File: src/rtl/bus_arbiter.sv
// Two-requester arbiter sharing one split-handshake memory port between the
// instruction-fetch (I) and load/store (D) sides, one transaction in flight.
module bus_arbiter #(
  parameter bit          FAIR = 1'b1,
  parameter int unsigned AW   = 32
) (
  input  logic          clk,
  input  logic          resetn,
  // I-side requester
  input  logic          i_valid,
  input  logic [AW-1:0] i_addr,
  output logic          i_addr_ok,
  output logic          i_data_ok,
  output logic [31:0]   i_data,
  // D-side requester
  input  logic          d_valid,
  input  logic [AW-1:0] d_addr,
  input  logic [2:0]    d_size,
  input  logic [3:0]    d_strobe,
  input  logic [31:0]   d_wdata,
  output logic          d_addr_ok,
  output logic          d_data_ok,
  output logic [31:0]   d_data,
  // downstream memory port
  output logic          m_valid,
  output logic [AW-1:0] m_addr,
  output logic [2:0]    m_size,
  output logic [3:0]    m_strobe,
  output logic [31:0]   m_wdata,
  input  logic          m_addr_ok,
  input  logic          m_data_ok,
  input  logic [31:0]   m_data
);

  localparam logic [2:0] I_SIZE = 3'b010;

  typedef enum logic [1:0] {
    S_IDLE = 2'd0,
    S_ADDR = 2'd1,
    S_DATA = 2'd2
  } state_e;

  typedef enum logic {
    SIDE_I = 1'b0,
    SIDE_D = 1'b1
  } side_e;

  state_e state_q, state_d;
  side_e  owner_q, owner_d;
  side_e  last_q,  last_d;
  side_e  grant_c;
  logic   owner_valid_c;
  logic   accept_c;
  logic   done_c;

  // State register; reset drops any in-flight transaction.
  always_ff @(posedge clk or negedge resetn) begin
    if (!resetn) begin
      state_q <= S_IDLE;
      owner_q <= SIDE_I;
      last_q  <= SIDE_I;
    end else begin
      state_q <= state_d;
      owner_q <= owner_d;
      last_q  <= last_d;
    end
  end

  // Grant selection: a lone requester wins; on contention, FAIR alternates
  // away from the previous grantee, otherwise D always wins.
  always_comb begin
    grant_c = SIDE_I;
    if (i_valid && d_valid) begin
      if (FAIR) begin
        grant_c = (last_q == SIDE_I) ? SIDE_D : SIDE_I;
      end else begin
        grant_c = SIDE_D;
      end
    end else if (d_valid) begin
      grant_c = SIDE_D;
    end
  end

  always_comb begin
    owner_valid_c = (owner_q == SIDE_D) ? d_valid : i_valid;
  end

  // Next-state and downstream request drive.
  always_comb begin
    state_d  = state_q;
    owner_d  = owner_q;
    last_d   = last_q;
    accept_c = 1'b0;
    done_c   = 1'b0;
    m_valid  = 1'b0;
    m_addr   = '0;
    m_size   = '0;
    m_strobe = '0;
    m_wdata  = '0;

    unique case (state_q)
      S_IDLE: begin
        if (i_valid || d_valid) begin
          owner_d = grant_c;
          last_d  = grant_c;
          state_d = S_ADDR;
        end
      end

      S_ADDR: begin
        // A withdrawn request is never presented downstream, so no handshake.
        if (!owner_valid_c) begin
          state_d = S_IDLE;
        end else begin
          m_valid = 1'b1;
          if (owner_q == SIDE_D) begin
            m_addr   = d_addr;
            m_size   = d_size;
            m_strobe = d_strobe;
            m_wdata  = d_wdata;
          end else begin
            m_addr   = i_addr;
            m_size   = I_SIZE;
          end
          if (m_addr_ok) begin
            accept_c = 1'b1;
            if (m_data_ok) begin
              done_c  = 1'b1;
              state_d = S_IDLE;
            end else begin
              state_d = S_DATA;
            end
          end
        end
      end

      S_DATA: begin
        if (m_data_ok) begin
          done_c  = 1'b1;
          state_d = S_IDLE;
        end
      end

      default: begin
        state_d = S_IDLE;
      end
    endcase
  end

  // Handshakes are steered to the owner only.
  always_comb begin
    i_addr_ok = accept_c && (owner_q == SIDE_I);
    d_addr_ok = accept_c && (owner_q == SIDE_D);
    i_data_ok = done_c   && (owner_q == SIDE_I);
    d_data_ok = done_c   && (owner_q == SIDE_D);
  end

  assign i_data = m_data;
  assign d_data = m_data;

endmodule

File: config.mk
export PLATFORM = sky130hd
export DESIGN_NAME = bus_arbiter
export DESIGN_NICKNAME = d
export VERILOG_FILES = /design/src/rtl/bus_arbiter.sv
export SDC_FILE = /design/constraint.sdc
export NUM_CORES = 1
export LEC_CHECK = 0
export BUFFER_PORTS_ARGS = -buffer_cell sky130_fd_sc_hd__buf_2
export CORE_AREA = 3 3 107 109
export DETAILED_ROUTE_END_ITERATION = 16
export DIE_AREA = 0 0 110 112
export SYNTH_ARGS = -nofsm -noshare
export SYNTH_HDL_FRONTEND = slang
export SYNTH_SLANG_ARGS = --single-unit
File: constraint.sdc
create_clock -name clk -period 3.35 [get_ports clk]
set_input_delay 0.5025 -clock clk [delete_from_list [all_inputs] [get_ports clk]]
set_output_delay 0.5025 -clock clk [all_outputs]
set_load 0.05 [all_outputs]
[Yosys cells after proc, flatten, opt, wreduce, memory -nomap -nowiden]
Cells that the tools add are included.
Storage, ports and cells
  register bits: 3
  bits of input ports: 141
  output and inout bits: 140
  word-level logic and storage cells: 48
Cells by class
  equality and inequality tests: 5
  multiplexer cells: 31
  bitwise logic cells: 1
  reduce and logical (&&, ||, !) cells: 9
Operator list (count)
  $mux 32: 6
  $mux 1: 12
  $mux 4: 3
  $mux 2: 5
  $mux 3: 3
  $pmux 2 s3: 1
  $logic_and 1x1->1: 5
  $ne 2x2->1 const B: 2
  $ne 3x3->1 const B: 1
  $reduce_and 3->1: 1
  $eq 2x1->1 const B: 1
  $eq 2x2->1 const B: 1
  $logic_not 2->1: 1
  $pmux 1 s2: 1
  $reduce_and 2->1: 1
  $logic_or 1x1->1: 1
  $not 1->1: 1

[Depth between registers and ports, before layout]
  depth after elaboration: 5
  gate-level depth with buffers: 6
  depth with buffers taken out: 6

[Worst setup path after synthesis]
No wires, ideal clock.
  kind: register to output
  start: reg last_q (netlist name)
  end: out d_data_ok
  arrival time: 2.461 ns
  required time: 2.847 ns
  path slack: 0.386 ns
  stages on the path, launching flop included: 7
  buffers on the path: 1
  cells stage by stage: dfrtp_1 > buf_2 > mux2_4 > nand2_4 > inv_1 > a21oi_1 > nor3b_1
RTL lines
  end, declared: RTL line 22  | output logic d_data_ok,

[Worst setup path in the final report]
  start: reg state_q[1]
  end: out i_data_ok
Between the ends
  cells in the longest elaborated chain, start to end: 3
  elaborated cells between the ends (all ways): 4
  classes of those cells: eq/ne: 2; mux: 1; reduce/logical: 1
RTL lines
  start, declared: RTL line 48  | state_e state_q, state_d;
  start signal, assigned: RTL line 63  | state_q <= state_d;
  $eq 2x2->1 / $eq 2x1->1 (equally long branches): RTL line 101  | unique case (state_q)
  $pmux 1 s2 *: RTL line 101
  $logic_and 1x1->1 *: RTL line 154  | i_data_ok = done_c && (owner_q == SIDE_I);
  end, declared: RTL line 13  | output logic i_data_ok,
Mark *: on every way between the ends. The rest lies on a longest branch, timed or not.

==> run_results.csv <==
group,metric,value,unit
run_status,status,"complete, no violations",
synth,synthAdderAreaFrac,2.53,%
global_routing,grt_max_degree,40,
sta,whs,0.0757,ns
die,coreArea,0.0107,mm²
run,max_cap_viol_count,0,
critical_path,worstReg2RegEnd,"state_q[0]$_DFFE_PN0P_",
drt,drt_wl_total,5960,µm
synth,synthMuxAreaShare,23.6,%
sta,setup-tns-final,0,ns
synth,ys_warn_count,0,
die,fp.dieW,110,µm
synth,yosys-top-cells-count,"66 x buf_4, 38 x and2_1, 34 x nor2_1",
die,rows,38,
synth,synthSimpleGateAreaFrac,28.4,%
critical_path,r2r_setup_slack,1.68,ns
synth,synth_top_cells_by_area,"buf_4 33%, mux2i_1 22%, and2_1 16%",
synth,synth_nets,352,
critical_path,slowest_stage,"dfrtp_1",
cts,clk_pin_slew,0.03,ns
critical_path,rr_worst_depth,5,
critical_path,cp_common_cell,"inv_1",
sta,period_share,74.5,%
cts,cts_setup_buffers,0,
power_and_ir_drop,power.leakage,1.38,nW
synth,netlist_instances,208,
die,io_pins,281,
hold_path,min_path_type,"primary input to asynchronous set/reset pin",
synth,synth_top_area_cell,"buf_4",
power_and_ir_drop,peakVddDrop,0.000286,V
critical_path,endpoint,"i_data_ok",
critical_path,crit_buf_inv,3,
cts,cts-root-buf,"clkbuf_8",
die,die_h,112,µm
cts,ctsResizeCount,0,
layout,area_delta_synth_final,41.5,%
drt,wl_met1,2080,µm
global_routing,grt.overflow.total,0,
cts,cts_tree,"yes",
critical_path,cpPeakStageDelay,0.39,ns
layout,fin_nets,467,
cts,clock-sinks,3,
global_routing,grt.total_usage,8.62,%
drt,viasPerCell,3.58,
synth,synth_edf_count,0,
global_routing,grt_pass1_wl,8000,µm
cts,cts_hold_buf,0,
die,fp.dieArea,0.0123,mm²
critical_path,end_kind,"output pin",
synth,ys_seq_elements,3,
drt,wl_met2,2970,µm
drt,drc,0,
placed_design,place_hpwl,5170,µm
sta,setup_ws,0.853,ns
synth,seq_area_frac_synth,5.05,%
synth,synth_top_area_share,33.4,%
cts,cts_buffers,3,
synth,postSynthAreaPerCell,7.14,µm²
critical_path,cp.required,2.85,ns
power_and_ir_drop,pwr_density_cell,794,mW/mm²
sta,tightest_slew,0.608,ns
synth,synthArstFlopShare,100,%
drt,highest_layer,"met4",
critical_path,crit_chain,"inv_1 > ha_1 > nand2_4 > inv_1 > a21oi_1 > nor3_1 > buf_2",
critical_path,cp-startpoint,"state_q[1]$_DFFE_PN0P_",
drt,wl_per_cell,12.9,µm
drt,vias,1655,
sta,finalCriticalPeriod,2.50,ns
sta,setup_viol,0,
sta,clock.fmax,400,MHz
synth,synth_ff_type,"dfrtp_1",
cts,clock_path_buffers,2,
sta,relSlewSlack,59.5,%
cts,h-tree-depth,1,
placed_design,gp_congestion,0.704,
sta,finClkSkew,0.00134,ns
die,start_util,13.9,%
critical_path,critPathArrivalTime,1.99,ns
critical_path,critPathLaunchType,"register",
drt,drt-initial-drc-count,55,
synth,synth_top_family_by_area,"buffers and inverters",
placed_design,dp_slack,0.920,ns
critical_path,cp.depth,7,
critical_path,path_class,"register to output pin",
sta,rsz0062_at_grt,"false",
placed_design,io_buffers,184,
critical_path,rr_startpoint,"state_q[1]$_DFFE_PN0P_",
global_routing,antenna_found_initial,0,
drt,dr.pass1.iters,4,
synth,synth-compound-area-share,3.03,%
global_routing,grt_pass1_vias,1460,
synth,synth_xor_area_share,0,%
drt,met3_length,789,µm
layout,diodes,0,
cts,clock_latency,0.22,ns
sta,hold_viol,0,
synth,synth_most_common_cell,"buf_4",
synth,synth_cell_type_count,20,
critical_path,cp_max_fo,35,
critical_path,crit_family,"buffers and inverters",
synth,syn_area,0.00149,mm²
layout,drive_gt1_share,60.2,%
sta,drv_slew,0,
drt,drtAntennaViolNets,0,
flip-flops by register name (all words and copies together), names as in the netlist:
name and flops:
last_q 1, state_q 2
power breakdown:
part	internal (mW)	switching [mW]	total [mW]
Combinational	0.409	1.09	1.50
Sequential	0.0525	0.0126	0.0651
Clock	0.0813	0.0256	0.107
Total	0.543	1.13	1.67
cell type report:
cell class	instances	area (µm²)
Fill cell	1243	8600
Inverter	4	15.0
Clock buffer	4	45.0
Sequential cell	3	76.3
Timing Repair Buffer	186	936
Tap cell	140	175
Multi-Input combinational cell	125	855
cells by family (layout without fill, tap and decap cells):
kind of cell | count (synthesis) | after routing
AND/OR/NAND/NOR | 81 | 81
flip-flops | 3 | 3
multiplexers | 34 | 34
AO/OA/AOI/OAI | 7 | 7
buffers and inverters | 80 | 194
adder cells (fa/ha/maj) | 3 | 3
through the flow:
| step | utilization (%) | instances | power [mW] | instance area (µm²) |
|---|---|---|---|---|
| CTS | 19.6 | 462 | 1.69 | 2100 |
| global route | 19.6 | 462 | 1.78 | 2100 |
| global placement | 19.2 | 458 | 1.58 | 2060 |
| detailed placement | 19.2 | 458 | 1.57 | 2060 |
| finish | 19.6 | 462 | 1.67 | 2100 |
| floorplan | - | 208 | 1.47 | 1490 |
layout by cell type (no fill, tap or decap), drive strengths merged:
| master | count |
|---|---|
| a21oi | 4 |
| a31oi | 1 |
| a32o | 1 |
| and2 | 38 |
| and3 | 2 |
| buf | 186 |
| clkbuf | 4 |
| dfrtp | 3 |
| ha | 3 |
| inv | 4 |
| mux2 | 2 |
| mux2i | 32 |
| nand2 | 3 |
| nor2 | 34 |
| nor2b | 2 |
| nor3 | 1 |
| nor3b | 1 |
| o21ai | 1 |
worst min-delay path by stage:
stage | endpoint | slack, ns
after floorplan | last_q$_DFFE_PN0P_ | 0.21
after global placement | state_q[0]$_DFFE_PN0P_ | 0.31
after detailed placement | state_q[0]$_DFFE_PN0P_ | 0.31
after CTS | state_q[0]$_DFFE_PN0P_ | 0.08
after global routing | state_q[1]$_DFFE_PN0P_ | 0.08
final | state_q[0]$_DFFE_PN0P_ | 0.08
per-layer routing:
metal	vias up	GRT usage (%)
li1	822	-
met1	690	9.48
met2	124	15.6
met3	19	2.38
met4	0	2.91
met5	-	0
Note: power is estimated with default switching activity, not from simulation.
